==> src/rtl/mem_wb_pipe_pkg.sv <==
// Shared constants and types for the MEM/WB pipeline register and its helpers.
package mem_wb_pipe_pkg;

    localparam logic        Stop         = 1'b1;
    localparam logic        NoStop       = 1'b0;
    localparam logic        RstEnable    = 1'b1;
    localparam logic        WriteEnable  = 1'b1;
    localparam logic        WriteDisable = 1'b0;
    localparam logic [31:0] ZeroWord     = 32'h0000_0000;
    localparam logic [4:0]  Reg0addr     = 5'd0;

    typedef enum logic [1:0] {
        ActHold    = 2'd0,
        ActBubble  = 2'd1,
        ActAdvance = 2'd2
    } stage_action_e;

    // Bits needed to hold a popcount of 'lanes' valid flags.
    function automatic int popWidth(input int lanes);
        return $clog2(lanes + 1);
    endfunction

endpackage

==> src/rtl/wb_dest_kill.sv <==
// Marks older lanes whose register write is overwritten by a younger lane of the same bundle.
module wb_dest_kill
    import mem_wb_pipe_pkg::*;
#(
    parameter int LANES  = 1,
    parameter int REG_AW = 5
) (
    input  logic [LANES-1:0]        valid_i,
    input  logic [LANES-1:0]        wreg_i,
    input  logic [LANES*REG_AW-1:0] rd_addr_i,
    output logic [LANES-1:0]        kill_o
);

    always_comb begin
        kill_o = '0;
        for (int n = 0; n < LANES; n++) begin
            for (int m = n + 1; m < LANES; m++) begin
                if (valid_i[m] && (wreg_i[m] == WriteEnable) &&
                    (rd_addr_i[m*REG_AW +: REG_AW] == rd_addr_i[n*REG_AW +: REG_AW])) begin
                    kill_o[n] = 1'b1;
                end
            end
        end
    end

endmodule

==> src/rtl/mem_wb_pipe.sv <==
// MEM/WB pipeline register: bubble/advance/hold on the stall vector, flush, x0 and
// same-destination write suppression, plus the retired-instruction counter.
module mem_wb_pipe
    import mem_wb_pipe_pkg::*;
#(
    parameter int LANES     = 1,
    parameter int XLEN      = 32,
    parameter int REG_AW    = 5,
    parameter int STALL_W   = 6,
    parameter int STAGE_IDX = 4,
    parameter int CNT_W     = 64
) (
    input  logic                    clk,
    input  logic                    rst,
    input  logic [STALL_W-1:0]      stall,
    input  logic                    flush,
    input  logic [LANES-1:0]        mem_valid_i,
    input  logic [LANES-1:0]        mem_wreg_i,
    input  logic [LANES*REG_AW-1:0] mem_rd_addr_i,
    input  logic [LANES*XLEN-1:0]   mem_rd_data_i,
    output logic [LANES-1:0]        wb_valid_o,
    output logic [LANES-1:0]        wb_wreg_o,
    output logic [LANES*REG_AW-1:0] wb_rd_addr_o,
    output logic [LANES*XLEN-1:0]   wb_rd_data_o,
    output logic [CNT_W-1:0]        retire_cnt_o
);

    localparam int PopW = popWidth(LANES);

    logic [LANES-1:0]        valid_q, valid_d;
    logic [LANES-1:0]        wreg_q, wreg_d;
    logic [LANES*REG_AW-1:0] addr_q, addr_d;
    logic [LANES*XLEN-1:0]   data_q, data_d;
    logic [CNT_W-1:0]        cnt_q, cnt_d;
    logic [LANES-1:0]        kill;
    logic [PopW-1:0]         popCnt;
    stage_action_e           action;
    logic                    unusedStall;

    // Only the MEM and WB bits matter here; the rest of the vector is folded away.
    assign unusedStall = ^stall;

    wb_dest_kill #(
        .LANES  (LANES),
        .REG_AW (REG_AW)
    ) u_dest_kill (
        .valid_i   (mem_valid_i),
        .wreg_i    (mem_wreg_i),
        .rd_addr_i (mem_rd_addr_i),
        .kill_o    (kill)
    );

    // Flush beats the stall vector; a stopped MEM with a running WB injects a bubble.
    always_comb begin
        if (flush) begin
            action = ActBubble;
        end else if (stall[STAGE_IDX] == NoStop) begin
            action = ActAdvance;
        end else if (stall[STAGE_IDX+1] == Stop) begin
            action = ActHold;
        end else begin
            action = ActBubble;
        end
    end

    always_comb begin
        valid_d = valid_q;
        wreg_d  = wreg_q;
        addr_d  = addr_q;
        data_d  = data_q;
        cnt_d   = cnt_q;
        popCnt  = '0;
        for (int n = 0; n < LANES; n++) begin
            popCnt = popCnt + PopW'(mem_valid_i[n]);
        end
        case (action)
            ActBubble: begin
                valid_d = '0;
                wreg_d  = {LANES{WriteDisable}};
                addr_d  = '0;
                data_d  = {LANES{XLEN'(ZeroWord)}};
            end
            ActAdvance: begin
                valid_d = mem_valid_i;
                addr_d  = mem_rd_addr_i;
                data_d  = mem_rd_data_i;
                for (int n = 0; n < LANES; n++) begin
                    wreg_d[n] = (mem_valid_i[n] && mem_wreg_i[n] && !kill[n] &&
                                 (mem_rd_addr_i[n*REG_AW +: REG_AW] != REG_AW'(Reg0addr)))
                                ? WriteEnable : WriteDisable;
                end
                // Retirement counts every valid lane, even x0 and killed writes.
                cnt_d = cnt_q + CNT_W'(popCnt);
            end
            default: ;
        endcase
    end

    always_ff @(posedge clk) begin
        if (rst == RstEnable) begin
            valid_q <= '0;
            wreg_q  <= '0;
            addr_q  <= '0;
            data_q  <= '0;
            cnt_q   <= '0;
        end else begin
            valid_q <= valid_d;
            wreg_q  <= wreg_d;
            addr_q  <= addr_d;
            data_q  <= data_d;
            cnt_q   <= cnt_d;
        end
    end

    assign wb_valid_o   = valid_q;
    assign wb_wreg_o    = wreg_q;
    assign wb_rd_addr_o = addr_q;
    assign wb_rd_data_o = data_q;
    assign retire_cnt_o = cnt_q;

endmodule

==> config.mk <==
export PLATFORM = sky130hd
export DESIGN_NAME = mem_wb_pipe
export DESIGN_NICKNAME = d
export VERILOG_FILES = /design/src/rtl/mem_wb_pipe_pkg.sv /design/src/rtl/wb_dest_kill.sv /design/src/rtl/mem_wb_pipe.sv
export SDC_FILE = /design/constraint.sdc
export NUM_CORES = 1
export LEC_CHECK = 0
export CAP_MARGIN = 20
export CORE_MARGIN = 5
export CORE_UTILIZATION = 49
export CTS_CLUSTER_SIZE = 14
export DETAILED_ROUTE_END_ITERATION = 10
export PLACE_DENSITY_LB_ADDON = 0.05
export SLEW_MARGIN = 20
export SYNTH_ARGS = -nofsm -noshare
export SYNTH_HDL_FRONTEND = slang
export SYNTH_SLANG_ARGS = --single-unit
==> constraint.sdc <==
create_clock -name clk -period 4.65 [get_ports clk]
set_input_delay 0.93 -clock clk [delete_from_list [all_inputs] [get_ports clk]]
set_output_delay 0.93 -clock clk [all_outputs]
set_load 0.1 [all_outputs]
==> run metrics <==
area delta synth->final=39.1%; filler instances=726; Hold Path Class=flop to flop; nets=693; routed vias=4405; Syn Nets=556; layout cells sized above 1=0.0509; CTS H-tree lvls=3; synthesized area=4440 sq um; DR iter-0 viols=183; yosys warns=0; most numerous cell in the Yosys netlist=dfxtp_1; post-synthesis sequential area ratio=0.464; Row Count=34; Core ar.=8760 sq um; Die H=105 um; Yosys cell types=40; FFs w/ async S/R, synth=0; Max Cap Viol=0; antenna violations before repair=0; Final Hold Vio Count=0; peak supply drop=0.190 mV; Worst path max stage delay=0.53 ns; Clock Tree Buf Depth=2; Crit Path Category=input port to flop; setup_tns=0 ns; number of synthesized register bits=103; Max Slew Vio Count=0; post-synth top area cell=dfxtp_1; worst path arrival time=3.61 ns; GRT overflow=0; final setup violation count=0; Post-CTS Setup Repair Bufs=0; post-cts sizing count=0; CP dominant cell by count=ha_1; fmax=0.300 GHz; hold-fix buffer count after cts=0; total die area=11100 sq um; Leak Pwr=0.00203 uW; Final Wtd Congestion=0.775; routed len/inst=16.7 um; CP max FO=5; RSZ-0062 raised after global routing=false; CTS root buf=clkbuf_8; I/O Buffers=146; post-DP HPWL=8.91 mm; CP Data Required Time=4.93 ns; Ports=151; pin slew with the least headroom to its limit=1.07 ns; DRC=0; Synth top area share=0.464; Slew HR=0.290; # diodes=0; first-pass GRT wire length=20.9 mm; hold slack=0.469 ns; routed wire length=12.6 mm; largest net degree at the start of global routing=105; Mean Syn Cell Area=8.77 sq um; fin cells=756; Num CTS Buffers=9; Period minus WS final=3.34 ns; Post-synth EDFFs=0; vias per std cell=5.83; Initial Utilization=0.507; overall routing resource usage=0.222; Tcrit/Tclk final=0.718; latest clock arrival within the worst-skew pair=0.36 ns; top post-synthesis cells by area=dfxtp_1 (46%), a22oi_1 (6.4%), nor2_1 (6.3%); synthesized netlist cell count=506; crit-path cells=clkdlybuf4s50_1, ha_1, ha_1, or3b_4, nor4_1, nand3_1, or4_1, a21oi_1; Slowest-stage cell, CP=clkdlybuf4s50_1; CTS tree=done; vias in the first global route=4257; clk_skew=0.0126 ns; CP Capture Type=flop; Main synth FF type=dfxtp_1; Cell Pwr Density=269 nW/um^2; crit path launch type=input port; most instantiated cells after synthesis=dfxtp_1 (103), nor2_1 (74), a22oi_1 (38); Reg clk slew, reported paths=0.09 ns; Die Wd=105 um; DRT antenna net count=0; placed cell count=740; Clock Sinks=103; status=complete, no violations; 1st-pass router iterations=4
-- cell usage in the layout, fill, tap and decap left out, drive strengths merged --
master,instances
a21oi,36
a22oi,38
and2,2
and3,10
and3b,1
and4,9
and4bb,2
buf,4
bufinv,1
clkbuf,11
clkdlybuf4s50,145
clkinv,1
clkinvlp,1
dfxtp,103
ha,2
inv,9
mux2,1
nand2,26
nand3,24
nand3b,1
nand4,25
nand4b,1
nand4bb,1
nor2,74
nor2b,2
nor3,7
nor4,10
nor4b,1
o2111ai,1
o21ai,27
o21ba,1
o31a,1
o31ai,8
or3,25
or3b,1
or4,9
xnor2,12
xor2,15
-- stage by stage --
stage	cell area, sq um	utilization	setup WS, ns	total power, uW
after floorplan	4440	-	1.70	1030
after global placement	5970	0.681	0.999	1100
after detailed placement	5970	0.681	0.959	1100
after CTS	6180	0.705	1.31	1670
after global routing	6180	0.705	1.09	1720
final	6180	0.705	1.31	1660
-- final timing paths --
| kind | startpoint | endpoint | slack [ns] | cells past startpoint |
|---|---|---|---|---|
| worst max-delay path | mem_valid_i | retire_cnt_o[54] | 1.31 | 8 |
| worst min-delay path | wb_wreg_o | wb_wreg_o | 0.47 | 2 |
| worst max register to register | retire_cnt_o[2] | retire_cnt_o[63] | 2.06 | 5 |
| worst min register to register | wb_wreg_o | wb_wreg_o | 0.47 | 2 |
-- registers in the layout, summed over array words and instances, names as in the netlist --
signal        cells
retire_cnt_o     64
wb_rd_addr_o      5
wb_rd_data_o     32
wb_valid_o        1
wb_wreg_o         1
-- report_power, final --
| group | switching [uW] | leakage, uW | internal [uW] |
|---|---|---|---|
| registers | 5.85 | 0.000833 | 892 |
| logic | 119 | 0.00109 | 60.6 |
| clock network | 315 | 0.000101 | 269 |
-- layer usage --
layer	vias to the layer above	share of wire	track usage
met2	147	0.48	0.366
met3	26	0.094	0.0900
met5	-	0	0
met1	2092	0.41	0.259
li1	2140	-	-
met4	0	0.021	0.0822
-- cell families (layout without fill, tap and decap cells) --
logic type | after synthesis | count (layout) | share of synthesized area
AND/OR/NAND/NOR | 231 | 231 | 0.293
AO/OA/AOI/OAI | 112 | 112 | 0.155
flip-flops | 103 | 103 | 0.464
buffers and inverters | 30 | 172 | 0.0256
XOR/XNOR | 27 | 27 | 0.0533
adder cells (fa/ha/maj) | 2 | 2 | 0.00564
multiplexers | 1 | 1 | 0.00254
-- critical path: cells and delay by family --
family | cells | cell delay [ns]
AOI/OAI and AO/OA | 1 | 0.16
and+or+nand+nor | 4 | 1.57
adders and majority gates | 2 | 0.42
buffers and inverters | 1 | 0.53
-- final cells by class --
type / instances / area (sq um) / share of cell area
clock buffer: 11 / 141 / 0.0229
clock inverter: 5 / 63.8 / 0.0103
inverter: 7 / 26.3 / 0.00425
multi-input combinational: 373 / 2270 / 0.367
sequential: 103 / 2060 / 0.334
tap: 108 / 135 / 0.0219
timing repair buffer: 149 / 1480 / 0.240
Note: power is estimated with default switching activity, not from simulation.
==> edit 1 (same flow settings) <==
`REG_AW` is set to 5 in 2 places; all go to 6.
--- a/src/rtl/wb_dest_kill.sv
+++ b/src/rtl/wb_dest_kill.sv
@@ -3,7 +3,7 @@
     import mem_wb_pipe_pkg::*;
 #(
     parameter int LANES  = 1,
-    parameter int REG_AW = 5
+    parameter int REG_AW = 6
 ) (
     input  logic [LANES-1:0]        valid_i,
     input  logic [LANES-1:0]        wreg_i,
--- a/src/rtl/mem_wb_pipe.sv
+++ b/src/rtl/mem_wb_pipe.sv
@@ -5,7 +5,7 @@
 #(
     parameter int LANES     = 1,
     parameter int XLEN      = 32,
-    parameter int REG_AW    = 5,
+    parameter int REG_AW    = 6,
     parameter int STALL_W   = 6,
     parameter int STAGE_IDX = 4,
     parameter int CNT_W     = 64
Ports: changed (resized mem_rd_addr_i and wb_rd_addr_o); port bits go from 151 to 153. The function was not compared with the original's and may differ.
==> edit 1 against the unedited design <==
Area after synthesis shrank 0.20%. Global-route usage fell by 0.57 points. Count of clock-buffer cells in the layout shrank 2. Total power fell by 3.0%. Design area fell by 0.73%. Wire length is 3.3% lower. Sequential cell count is 1 higher. Setup slack gained 0.13 ns. Critical endpoint is now retire_cnt_o[38].
==> edit 1: results (changes against the unedited design) <==
synthesis:
  synthXorXnorAreaFrac_pct: 5.73  # +0.41 points
  synth_seq_area_share_pct: 47.0  # +0.54 points
  synth_common_cells: "dfxtp_1, nor2_1, a22oi_1, a21oi_1, or3_1"
  synthAdderAreaFrac_pct: 0.565  # +0.0011 points
  ys_warn_count: 0  # unchanged
  synthTopCellsByArea: "dfxtp_1, nor2_1, a22oi_1"
  async_flop_share_pct: 0  # unchanged
  synth_compound_area_share_pct: 15.0  # -0.53 points
  synth_mux_area_share_pct: 0  # -0.25 points
  syn_inst: 507  # +0.20%
  synthFlopType: "dfxtp_1"
  synth_fp_nets: 558  # +0.36%
  yosysUniqueCellTypes: 35  # -13%
drt:
  wire_per_inst_um: 16.2  # -3.3%
  num_vias: 4321  # -1.9%
  dr.pass1.iters: 5  # +1
  drt_iter0_drc: 220  # +20%
  drt_wl_total_um: 12200  # -3.3%
clock_tree:
  clk_pin_slew_worst_paths_ns: 0.11  # +0.02 ns
  cts_buffers: 9  # unchanged
  clockBufferDepth: 2  # unchanged
  postCtsSetupRepairBufs: 0  # unchanged
  cts_root_buf: "clkbuf_8"
  cts_max_level: 3  # unchanged
  cts_resized: 0  # unchanged
  clock_latency_ns: 0.37
timing:
  skew_ns: 0.0168  # +0.00420 ns
  worst_pin_slew_ns: 1.02  # -0.0440 ns
global_route:
  grt_pass1_vias: 4117  # -3.3%
  grt_pass1_wl_um: 20300  # -2.7%
  grt_max_degree: 62  # -41%
  grt.total_usage_pct: 21.7  # -0.57 points
  antenna_found_initial: 0  # unchanged
finish:
  largest_register_ffs: 64  # unchanged
  final_net_count: 694  # +0.14%
  area.growth.synth_to_final_pct: 38.4
  drive_gt1_share_pct: 5.71  # +0.62 points
  antenna_cells: 0  # unchanged
  fill_cells: 736  # +1.4%
placed_design:
  place_ws_ns: 1.08  # +0.116 ns
  dpl.hpwl_um: 8870  # -0.52%
  io_buffers: 148  # +1.4%
  dp_cells: 740  # unchanged
  gp_congestion: 0.824  # +6.4%
  placed_area_mm2: 0.00595  # -0.27%
power:
  peakVddDrop_v: 0.000176  # -7.6%
  p_leak_nw: 1.99  # -1.7%
worst_setup_path:
  worstPathArrival_ns: 3.49  # -0.12 ns
  worstPathMaxFanout: 19  # +14
status:
  run_status: "finished, final reports clean"
worst_hold_path:
  worstHoldPathType: "flip-flop to flip-flop"
==> edit 1: where the power goes <==
group,switching [mW],internal [mW],leakage [nW]
Sequential,0.00601,0.901,0.841
Clock,0.322,0.200,0.0904
Combinational,0.121,0.0616,1.06
==> edit 1: final timing paths <==
kind,slack (ns),cells past startpoint,from,to
worst max-delay path,1.44,6,stall[4],retire_cnt_o[38]
worst min-delay path,0.50,2,retire_cnt_o[63],retire_cnt_o[63]
worst max register to register,2.07,5,retire_cnt_o[2],retire_cnt_o[38]
worst min register to register,0.50,2,retire_cnt_o[63],retire_cnt_o[63]
==> edit 1: per-layer routing <==
metal / part of all wire [%] / wire length, µm / track usage, % / up-vias
met5: 0 / 0 / 0 / -
met4: 1.3 / 159 / 6.58 / 0
met3: 8.9 / 1090 / 7.27 / 13
met2: 48 / 5890 / 35.5 / 141
met1: 41 / 5070 / 27.0 / 2043
li1: - / - / - / 2124
==> edit 1: cell families after synthesis <==
kind of cell / count (synthesis)
AO/OA/AOI/OAI: 111
XOR/XNOR: 29
adder cells (fa/ha/maj): 2
buffers and inverters: 32
flip-flops: 104
AND/OR/NAND/NOR: 229
==> edit 1: cell type report <==
cell class	instances	area share [%]
Timing Repair Buffer	151	24.4
Inverter	6	0.367
Tap cell	108	2.20
Clock inverter	7	0.857
Multi-Input combinational cell	371	36.1
Sequential cell	104	34.0
Clock buffer	9	2.02
==> edit 1: worst max-delay path, stage by stage <==
cell             delay, ns
clkdlybuf4s50_1       0.47
or3b_1                0.61
nor4_4                0.44
nand3_2               0.37
or4_1                 0.51
a21oi_1               0.15
==> edit 2 (config.mk and constraints unchanged) <==
Without the edit above. Put one more register stage on the output `retire_cnt_o`. The value now appears one clock later. The other outputs are not delayed to match.
--- a/src/rtl/mem_wb_pipe.sv
+++ b/src/rtl/mem_wb_pipe.sv
@@ -116,7 +116,9 @@
     assign wb_wreg_o    = wreg_q;
     assign wb_rd_addr_o = addr_q;
     assign wb_rd_data_o = data_q;
-    assign retire_cnt_o = cnt_q;
+    always_ff @(posedge clk) begin
+        retire_cnt_o <= cnt_q;
+    end
 
 endmodule
 
Behaviour: not the same (a bounded check fails within 4 cycles, from zero or initial values and one cycle with rst high).
==> edit 2 against the unedited design <==
Setup slack got worse by 0.038 ns. Clock skew shrank 0.0083 ns. Maximum frequency is 1.1% lower. Count of clock-buffer cells in the layout grew 12. Worst hold slack got worse by 0.10 ns. Wire length rose by 11%. First-iteration DRC count rose by 99%. Clock power increased by 140%. Design area increased by 27%. Non-clock buffer count increased by 2. Total power increased by 83%. Sequential cell count increased by 64. Area after synthesis rose by 28%. Critical path type unchanged. Critical endpoint is now cnt_q[63].
==> edit 2: results (changes against the unedited design) <==
worst_setup_path:
  r2r_start: "cnt_q[10]"
  worstReg2RegEnd: "cnt_q[59]"
  reg2reg_slack_ns: 1.94  # -0.12 ns
finish:
  final_cells: 873  # +15%
  final_net_count: 767  # +11%
placed_design:
  gp_congestion: 0.761  # -1.8%
  placed_area_mm2: 0.00724  # +21%
  dpl.hpwl_um: 9530  # +6.9%
  place_ws_ns: 0.909  # -0.0499 ns
clock_tree:
  cts_root_buf: "clkbuf_16"
  cts_buffers: 17  # +8
  clk_pin_slew_worst_paths_ns: 0.06  # -0.03 ns
  cts_max_level: 4  # +1
worst_hold_path:
  hp-start: "cnt_q[63]"
power:
  sw_frac_of_total_pct: 21.7  # -4.7 points
  peakVddDrop_v: 0.000268  # +41%
  p_leak_nw: 2.65  # +31%
status:
  run_status: "finished, final reports clean"
synthesis:
  synth_fp_nets: 627  # +13%
timing:
  setup_ws_ns: 1.27  # -0.0383 ns
  worst_pin_slew_ns: 1.04  # -0.0283 ns
global_route:
  grt_pass1_wl_um: 23100  # +11%
  grt.total_usage_pct: 20.1  # -2.2 points
  grt_pass1_vias: 4693  # +10%
drt:
  dr.pass1.iters: 5  # +1
  drt_iter0_drc: 365  # +99%
## edit 2: worst min-delay path by stage
stage	slack (ns)	depth (start not counted)	end
2_1_floorplan	0.33	0	retire_cnt_o[22]
3_3_place_gp	0.35	0	retire_cnt_o[63]
3_5_place_dp	0.36	0	retire_cnt_o[63]
4_1_cts	0.37	0	retire_cnt_o[63]
5_1_grt	0.38	0	retire_cnt_o[63]
6_report	0.37	0	retire_cnt_o[63]
## edit 2: critical path, cell delays in order
cell	delay [ns]
clkdlybuf4s50_1	0.54
or2_2	0.39
nor4_1	0.74
nand3b_1	0.42
or4_1	0.56
a21oi_1	0.14
## edit 2: cell families after synthesis
logic type,Yosys count,share of synthesized area (%)
compound gates,116,12.5
xor+xnor,25,3.85
fa+ha+maj,2,0.440
buf+inv,40,2.86
flops,167,58.8
simple gates,227,21.5
## edit 2: final cells by class
type / count / area, µm²
clock buffer: 23 / 478
clock inverter: 9 / 123
fill: 911 / 3580
inverter: 10 / 37.5
multi-input combinational: 370 / 2190
sequential: 167 / 3340
tap: 143 / 179
timing repair buffer: 151 / 1490
## edit 2: routing by layer
metal  GRT usage (%)  up-vias  wire length [µm]
met4            7.53        0               254
met3            6.30       20               977
met1            24.5     2307              5990
met5               0        -                 0
li1                -     2363                 -
met2            33.2      150              6870
## edit 2: power by group through the flow
stage / logic, mW / registers (mW) / clock network, mW
after floorplan: 0.0377 / 1.55 / 0
after global placement: 0.180 / 1.48 / 0
after detailed placement: 0.182 / 1.48 / 0
after CTS: 0.183 / 1.45 / 1.44
after global routing: 0.190 / 1.45 / 1.50
final: 0.182 / 1.45 / 1.42
